<file path="src/rtl/enemy_pkg.sv">
// rtl/enemy_pkg.sv - shared wave-scheduler state enum, enemy limits and speed schedule
package enemy_pkg;

  typedef enum logic [1:0] {
    IDLE,
    SPAWNING,
    ACTIVE,
    CLEARED
  } waveState_t;

  localparam int MAX_ENEMIES        = 8;
  localparam int DEFAULT_BASE_SPEED = 64;
  localparam int DEFAULT_SPEED_STEP = 16;
  localparam int DEFAULT_MAX_SPEED  = 256;

  // Raw speed is formed at 12 bits so that a large level*step cannot wrap before the clamp.
  function automatic logic [10:0] clampSpeed(input logic [3:0] lvl, input int base,
                                             input int step, input int maxSpeed);
    logic [11:0] raw;
    raw = 12'(base) + 12'(lvl) * 12'(step);
    return (raw > 12'(maxSpeed)) ? 11'(maxSpeed) : 11'(raw);
  endfunction

endpackage

</file>
<file path="src/rtl/enemy_pickAlive.sv">
// rtl/enemy_pickAlive.sv - round-robin first-alive finder starting at a given index
module enemy_pickAlive #(
  parameter int NUM = 2
) (
  input  logic [NUM-1:0] map,
  input  logic [3:0]     start,
  output logic           found,
  output logic [3:0]     index
);

  logic [4:0]     pos;
  logic [NUM-1:0] shifted;

  // start is always below NUM, so a single subtract is enough to wrap.
  always_comb begin
    found   = 1'b0;
    index   = '0;
    pos     = '0;
    shifted = '0;
    for (int k = 0; k < NUM; k++) begin
      pos = 5'(start) + 5'(k);
      if (pos >= 5'(NUM)) pos = pos - 5'(NUM);
      shifted = map >> pos;
      if (!found && shifted[0]) begin
        found = 1'b1;
        index = pos[3:0];
      end
    end
  end

endmodule

</file>
<file path="src/rtl/enemy_wave_scheduler.sv">
// rtl/enemy_wave_scheduler.sv - spawns a wave of enemies, schedules their fire, tracks level and speed
module enemy_wave_scheduler
  import enemy_pkg::*;
#(
  parameter int AMOUNT_OF_ENEMIES = 2,
  parameter int SPAWN_GAP_FRAMES  = 30,
  parameter int FIRE_GAP_FRAMES   = 60,
  parameter int BASE_SPEED        = DEFAULT_BASE_SPEED,
  parameter int SPEED_STEP        = DEFAULT_SPEED_STEP,
  parameter int MAX_SPEED         = DEFAULT_MAX_SPEED
) (
  input  logic                         clk,
  input  logic                         reset,
  input  logic                         startOfFrame,
  input  logic                         newLevel,
  input  logic                         pause,
  input  logic                         hitValid,
  input  logic [3:0]                   hitId,
  input  logic [10:0]                  RNG,
  input  logic                         fireAck,
  output logic [AMOUNT_OF_ENEMIES-1:0] aliveMap,
  output logic                         spawnPulse,
  output logic [3:0]                   spawnId,
  output logic                         fireReq,
  output logic [3:0]                   fireId,
  output logic [10:0]                  enemySpeed,
  output logic                         levelCleared,
  output logic [3:0]                   level
);

  localparam int N  = AMOUNT_OF_ENEMIES;
  localparam int SW = $clog2(SPAWN_GAP_FRAMES + 1);
  localparam int FW = $clog2(FIRE_GAP_FRAMES + 1);

  waveState_t     state, stateNext;
  logic [3:0]     spawnIdx, spawnIdxNext;
  logic [SW-1:0]  frameCnt, frameCntNext;
  logic [FW-1:0]  fireCnt, fireCntNext;
  logic [N-1:0]   aliveNext, hitMask, spawnMask, survivors;
  logic           fireReqNext, spawnPulseNext, levelClearedNext;
  logic [3:0]     fireIdNext, spawnIdNext, levelNext;
  logic           sof, hitInRange, pickFound;
  logic [3:0]     startIdx, pickIdx;
  logic           unusedRng;

  assign unusedRng  = ^RNG[10:4];
  assign sof        = startOfFrame && !pause;
  assign hitInRange = hitValid && (32'(hitId) < N);
  assign hitMask    = hitInRange ? (N'(1) << hitId) : '0;
  assign spawnMask  = N'(1) << spawnIdx;
  assign survivors  = aliveMap & ~hitMask;
  assign startIdx   = 4'(int'(RNG[3:0]) % N);

  enemy_pickAlive #(.NUM(N)) picker (
    .map   (survivors),
    .start (startIdx),
    .found (pickFound),
    .index (pickIdx)
  );

  always_comb begin
    stateNext        = state;
    aliveNext        = aliveMap;
    spawnIdxNext     = spawnIdx;
    frameCntNext     = frameCnt;
    fireCntNext      = fireCnt;
    fireReqNext      = fireReq;
    fireIdNext       = fireId;
    spawnPulseNext   = 1'b0;
    spawnIdNext      = spawnId;
    levelClearedNext = 1'b0;
    levelNext        = level;

    case (state)
      SPAWNING: begin
        aliveNext = survivors;
        if (spawnIdx == 4'(N)) begin
          if (!pause) stateNext = ACTIVE;
        end else if (sof) begin
          // Enemy 0 appears on the first frame; later ones wait a full gap.
          if (spawnIdx == 4'd0 || frameCnt == SW'(SPAWN_GAP_FRAMES - 1)) begin
            aliveNext      = survivors | spawnMask;
            spawnPulseNext = 1'b1;
            spawnIdNext    = spawnIdx;
            spawnIdxNext   = spawnIdx + 4'd1;
            frameCntNext   = '0;
          end else begin
            frameCntNext = frameCnt + 1'b1;
          end
        end
      end
      ACTIVE: begin
        if (!pause && aliveMap == '0) begin
          stateNext        = CLEARED;
          levelClearedNext = 1'b1;
          levelNext        = (level == 4'd15) ? level : level + 4'd1;
          fireReqNext      = 1'b0;
        end else begin
          aliveNext = survivors;
          if (fireReq) begin
            if (fireAck || (hitValid && hitId == fireId)) fireReqNext = 1'b0;
          end else if (sof) begin
            if (fireCnt == FW'(FIRE_GAP_FRAMES - 1)) begin
              fireCntNext = '0;
              if (pickFound) begin
                fireReqNext = 1'b1;
                fireIdNext  = pickIdx;
              end
            end else begin
              fireCntNext = fireCnt + 1'b1;
            end
          end
        end
      end
      CLEARED: begin
        if (!pause) stateNext = IDLE;
      end
      default: ;
    endcase

    if (newLevel) begin
      stateNext        = SPAWNING;
      aliveNext        = '0;
      spawnIdxNext     = '0;
      frameCntNext     = '0;
      fireCntNext      = '0;
      fireReqNext      = 1'b0;
      spawnPulseNext   = 1'b0;
      levelClearedNext = 1'b0;
    end
  end

  always_ff @(posedge clk) begin
    if (reset) begin
      state        <= IDLE;
      aliveMap     <= '0;
      spawnIdx     <= '0;
      frameCnt     <= '0;
      fireCnt      <= '0;
      spawnPulse   <= 1'b0;
      spawnId      <= '0;
      fireReq      <= 1'b0;
      fireId       <= '0;
      levelCleared <= 1'b0;
      level        <= '0;
      enemySpeed   <= 11'(BASE_SPEED);
    end else begin
      state        <= stateNext;
      aliveMap     <= aliveNext;
      spawnIdx     <= spawnIdxNext;
      frameCnt     <= frameCntNext;
      fireCnt      <= fireCntNext;
      spawnPulse   <= spawnPulseNext;
      spawnId      <= spawnIdNext;
      fireReq      <= fireReqNext;
      fireId       <= fireIdNext;
      levelCleared <= levelClearedNext;
      level        <= levelNext;
      enemySpeed   <= clampSpeed(level, BASE_SPEED, SPEED_STEP, MAX_SPEED);
    end
  end

endmodule

</file>
<file path="config.mk">
export PLATFORM = sky130hd
export DESIGN_NAME = enemy_wave_scheduler
export DESIGN_NICKNAME = d
export VERILOG_FILES = /design/src/rtl/enemy_pkg.sv /design/src/rtl/enemy_pickAlive.sv /design/src/rtl/enemy_wave_scheduler.sv
export SDC_FILE = /design/constraint.sdc
export NUM_CORES = 1
export LEC_CHECK = 0
export CAP_MARGIN = 40
export CORE_MARGIN = 1
export CORE_UTILIZATION = 35
export DETAILED_ROUTE_END_ITERATION = 7
export PLACE_DENSITY_LB_ADDON = 0.2
export SYNTH_ARGS = -nofsm -noshare
export SYNTH_HDL_FRONTEND = slang
export SYNTH_HIERARCHICAL = 1
export SYNTH_SLANG_ARGS = --single-unit
</file>
<file path="constraint.sdc">
create_clock -name clk -period 3.3 [get_ports clk]
set_clock_uncertainty 0.2 [all_clocks]
set_input_delay 0.825 -clock clk [delete_from_list [all_inputs] [get_ports clk]]
set_output_delay 0.825 -clock clk [all_outputs]
set_load 0.01 [all_outputs]
</file>
==> reports/results.ini <==
[power]
power_mw=0.962
power_frac_seq_pct=49.4
p_comb_share_pct=8.9
power_density_mw_per_mm2=343
leakage_nw=1.11
switchingPower_mw=0.225
p_clk_share_pct=41.7
internal_power_mw=0.737
swShare_pct=23.4
ir_drop_mv=0.252

[placed_design]
io_buffers=33
place.gp.congestion=0.809
dp_hpwl_um=3320

[detailed_routing]
routed_via_density=4.70
antenna_left=0
dr.first_iter.drc_count=70
drt_first_pass_iters=4
route.detailed.drc=0
wl_per_cell_um=11.5
routed_wl_um=4430
vias=1808

[critical_path]
cp-start-kind=input pin
crit_type=input pin to flop
required_ns=3.28
end_kind=flop
crit_fanout=4
crit_arrival_ns=3.02

[clock_tree]
cts.repair.resized=0
htreeDepth=2
cts_root_buffer=clkbuf_8
hold_buffers=0
cts-buffers-inserted=5
path_clk_slew_ns=0.08
cts_buffer_depth=2
clkSinkCount=39
cts_tree=built
cts_setup_buffers=0
clkLatencyLatePin_ns=0.29

[synthesis]
synth_area_leader_cell=dfxtp_1
dominantRegCellSynth=dfxtp_1
syn-cell-area_mm2=0.00219
synth_top_family_by_area=simple AND/OR/NAND/NOR gates
netlist_top_cells_area=dfxtp_1, ha_1, mux2i_1, nor2_1, xnor2_1
yosys_warnings=6
yosys.area_share.xor_xnor_pct=6.41
async_flop_share_pct=0
muxShareOfSynthArea_pct=4.69
syn_area_per_cell_um2=8.78
synth-compound-area-share_pct=12.5
synth_seq_cells=39
synth_top_area_share_pct=35.7
yosys.area_share.adder_pct=9.15
synth_cell_types=50
synth_simple_gate_area_share_pct=23.7
synth_edf_count=0
syn_inst=249
seq_area_frac_synth_pct=35.7

[timing]
hold_viol_final=0
setup_viol=0
worst_pin_slew_ns=0.777
timing.fmax_ghz=0.329
maxSlewHeadroom_pct=48.1
rsz0062_at_grt=no
fin_tns_setup_ns=0
fin_crit_ns=3.04
drv_slew=0
fin_crit_sh_pct=92.1
hold_slack_ns=0.296

[floorplan]
fp.dieH_um=81.1
coreArea_mm2=0.00599
std_cell_rows=28
io-pin-count=50
start_util_pct=36.5
fp.dieArea_mm2=0.00657
die-width_um=81.1

[finish]
utilization_pct=46.8
nets=347
area_growth_pct=28.3
num_antenna_cells=0
layout-drive-gt1-share_pct=9.68

[min_path]
min_path_type=flop to flop

[global_routing]
gr-usage-all-layers_pct=14.7
grt_max_degree=19
grt_pass1_vias=1692
grt_pass1_wl_um=7490
overflow=0
antenna_found_initial=0

[run]
maxCapViolations=0

[run_status]
run_status=finished clean

cell type report:
class                      count  area [um2]
multi-input combinational    204        1340
clock inverter                 3        43.8
tap                           75        93.8
inverter                      12        45.0
sequential                    39         781
fill                         604        3190
timing repair buffer          47         435
clock buffer                   5        68.8
power groups by stage:
| stage | Clock [mW] | Sequential, mW | Combinational (mW) |
|---|---|---|---|
| floorplan | 0 | 0.486 | 0.0605 |
| global placement | 0 | 0.486 | 0.0829 |
| global route | 0.434 | 0.476 | 0.0968 |
| finish | 0.401 | 0.475 | 0.0854 |
| CTS | 0.414 | 0.475 | 0.0838 |
| detailed placement | 0 | 0.486 | 0.0835 |
placed cells by master, fill, tap and decap left out, types with 3 or more instances in the layout:
cell type / netlist / final
clkdlybuf4s50_1: 0 / 33
buf_4: 10 / 14
conb_1: 2 / 27
a21oi_1: 15 / 15
nand3_1: 9 / 9
nor4_1: 3 / 3
xor2_1: 7 / 7
nor3_1: 5 / 5
and3_1: 4 / 4
clkbuf_8: 0 / 5
nor3b_1: 5 / 5
and2_1: 4 / 4
ha_1: 16 / 16
nand2_1: 11 / 11
xnor2_1: 9 / 9
nor2_1: 21 / 21
nor2b_1: 5 / 5
nand4_1: 8 / 8
inv_1: 12 / 12
dfxtp_1: 39 / 39
or3_1: 4 / 4
nand2b_1: 4 / 4
o21ai_0: 10 / 10
mux2i_1: 8 / 8
cells in the mapped netlist, drive strengths merged (3+ instances only):
cell    number
dfxtp       39
nor2        21
ha          16
a21oi       15
buf         12
inv         12
nand2       11
o21ai       11
nand3        9
xnor2        9
mux2i        8
nand4        8
clkbuf       7
nor3b        7
xor2         7
nor2b        5
nor3         5
and2         4
and3         4
nand2b       4
or3          4
nor4         3
path summary, 6_finish.rpt:
path	startpoint	to	slack, ns	cells after the start
worst min register to register	fireCnt[5]$_SDFFE_PP0P_	fireCnt[5]$_SDFFE_PP0P_	0.30	2
worst max-delay path	hitId[1]	fireReq$_SDFFE_PP0P_	0.26	12
worst max register to register	spawnIdx[1]$_SDFFE_PP0P_	frameCnt[1]$_SDFFE_PP0P_	0.94	6
worst min-delay path	fireCnt[5]$_SDFFE_PP0P_	fireCnt[5]$_SDFFE_PP0P_	0.30	2
layer usage:
| metal | share of wire (%) | global-route usage [%] |
|---|---|---|
| met3 | 3.0 | 3.03 |
| met1 | 50 | 18.7 |
| met2 | 45 | 24.1 |
| met4 | 1.5 | 5.89 |
| met5 | 0 | 0 |
per-stage QoR:
step | std cells | setup WS [ns] | cell area [um2]
2_1_floorplan | 274 | 0.512 | 2280
3_3_place_gp | 377 | -0.0170 | 2690
3_5_place_dp | 377 | -0.0482 | 2690
4_1_cts | 385 | 0.252 | 2810
5_1_grt | 385 | 0.196 | 2810
6_report | 385 | 0.260 | 2810
state kept, by name, summed over array words and instances, names as in the netlist:
| register | count |
|---|---|
| fireCnt | 6 |
| enemySpeed | 5 |
| frameCnt | 5 |
| fireId | 4 |
| level | 4 |
| spawnId | 4 |
| spawnIdx | 4 |
| aliveMap | 2 |
| state | 2 |
| fireReq | 1 |
| levelCleared | 1 |
| spawnPulse | 1 |
cell families (layout without fill, tap and decap cells):
family	after synthesis	count (layout)
AOI/OAI and AO/OA	42	42
xor gates and xnor gates	16	16
adders and majority gates	16	16
buffers and inverters	31	67
DFF	39	39
muxes	10	10
other	2	27
and+or+nand+nor	93	93
critical path, stage by stage:
cell	delay (ns)
clkdlybuf4s50_1	0.43
nor4b_1	0.36
buf_4	0.18
nand2b_1	0.06
and2_1	0.17
mux2_2	0.26
o221ai_1	0.08
a211oi_2	0.05
a21o_1	0.17
and4_1	0.21
a21oi_1	0.15
a311oi_1	0.06
Note: power is estimated with default switching activity, not from simulation.
==> RTL change, RTL diff (same settings) <==
Re-encode `waveState_t` (4 states) as one-hot, 4 bits wide.
--- a/src/rtl/enemy_pkg.sv
+++ b/src/rtl/enemy_pkg.sv
@@ -1,11 +1,11 @@
 // rtl/enemy_pkg.sv - shared wave-scheduler state enum, enemy limits and speed schedule
 package enemy_pkg;
 
-  typedef enum logic [1:0] {
-    IDLE,
-    SPAWNING,
-    ACTIVE,
-    CLEARED
+  typedef enum logic [3:0] {
+    IDLE     = 4'b0001,
+    SPAWNING = 4'b0010,
+    ACTIVE   = 4'b0100,
+    CLEARED  = 4'b1000
   } waveState_t;
 
   localparam int MAX_ENEMIES        = 8;
Check against the original RTL: no difference found for any inputs over 10 cycles, from zero or initial values and one cycle with reset high; not proved beyond that.
==> RTL change against the unedited design <==
Total power is 2.6% higher. Wire length is 6.8% higher. Sequential cell count up 2. Non-clock buffer count grew 2. Global-route usage fell by 0.31 points. Area after synthesis grew 6.2%. Sequential power increased by 5.5%. Setup slack lost 78 ps. Cell area increased by 5.8%. Critical endpoint is now fireId[0]. Largest power group unchanged.
==> RTL change: results <==
[status]
status = "finished clean"

[placed_design]
dp.final_hpwl_um = 3570
port-buffer-count = 33
gp_congestion = 0.756
place_area_mm2 = 0.00286

[synth]
ys_types = 53
synth_common_cells = "41 x dfxtp_1, 23 x nor2_1, 17 x a21oi_1"
seq_area_frac_synth_pct = 35.3
netlist_top_cells_area = "dfxtp_1 35%, ha_1 8.6%, mux2i_1 4.3%"
synth_warnings = 6
synthArstFlopShare_pct = 0
synth_ff_type = "dfxtp_1"

[finish]
layout-drive-gt1-share_pct = 10.6
n_antenna_cell = 0
largest_registers = "fireCnt (6), enemySpeed (5), frameCnt (5)"
nets = 367

[critical_path]
critPathMaxFanout = 4
cpPeakStageDelay_ps = 690
r2r_slack_ps = 1020
r2r_cells = 7
cp_slowest_cell = "or4b_2"
crit_arrival_ps = 3080
worst_r2r_endpoint = "frameCnt[1]"
r2r_start = "spawnIdx[0]"

[min_path]
hold_path_end = "fireCnt[1]"
hold_depth = 2
worstHoldStart = "fireCnt[1]"
hp-class = "reg -> reg"

[pwr]
p_leak_nw = 1.15
peakVddDrop_mv = 0.265

[clock_tree]
post_cts_resized = 0
post_cts_buffers = 0
cts-root-buf = "clkbuf_8"
cts_buffers = 5
clk_pin_slew_worst_paths_ps = 70
cts_buffer_depth = 2
cts-htree-levels = 2
clock_latency_ps = 290

[global_routing]
grt_max_degree = 24
grt_usage_pct = 14.4
antenna_found_initial = 0
grt_pass1_wl_um = 8400

[route]
vias_per_cell = 4.72
firstDrtPassIters = 4
drtIter0Drc = 43
wl_per_cell_um = 11.6

[timing]
worst_pin_slew_ps = 576
setup-violations-final = 0
[RTL change: how the worst max path moves through the flow]
stage / start / end
floorplan: hitId[1] / fireId[0]
global placement: hitId[1] / fireId[0]
detailed placement: hitId[1] / fireId[0]
CTS: hitId[1] / fireId[0]
global route: hitId[1] / fireId[0]
finish: hitId[1] / fireId[0]
[RTL change: through the flow]
| step | setup TNS (ps) | setup WS, ps | cells | hold WS [ps] | utilization (%) |
|---|---|---|---|---|---|
| 6_report | 0 | 182 | 407 | 288 | 46.5 |
| 5_1_grt | 0 | 90.5 | 407 | 307 | 46.5 |
| 4_1_cts | 0 | 181 | 407 | 290 | 46.5 |
| 3_5_place_dp | -316 | -112 | 399 | 276 | 44.7 |
| 3_3_place_gp | -260 | -97.3 | 399 | 259 | 44.7 |
| 2_1_floorplan | 0 | 332 | 290 | 249 | - |
[RTL change: power by group]
part | internal (mW) | total [mW] | switching [mW]
sequential | 0.496 | 0.501 | 0.00406
combinational | 0.0402 | 0.0841 | 0.0439
clock | 0.227 | 0.403 | 0.176
[RTL change: cell families after synthesis]
family | Yosys count | synth area share [%]
other cells | 2 | 0.323
simple gates | 101 | 25.4
xor+xnor | 13 | 4.90
mux | 12 | 5.28
compound gates | 47 | 12.9
flops | 41 | 35.3
fa+ha+maj | 16 | 8.62
buf+inv | 33 | 7.27
[RTL change: per-layer routing]
layer  track usage (%)  part of all wire [%]
met1              18.7                    50
met2              24.7                    47
met3              3.07                   3.0
met4              2.77                  0.42
met5                 0                     0
[RTL change: final cells by class]
type	count	area, um2
Clock buffer	6	72.6
Fill cell	631	3420
Clock inverter	2	38.8
Tap cell	77	96.3
Sequential cell	41	821
Multi-Input combinational cell	216	1430
Timing Repair Buffer	49	450
Inverter	16	60.1
[RTL change: worst max-delay path: cells and delay by family]
family                 cells  cell delay [ps]
AO/OA/AOI/OAI              4              500
buffers and inverters      1              420
AND/OR/NAND/NOR            2              920
multiplexers               2              410
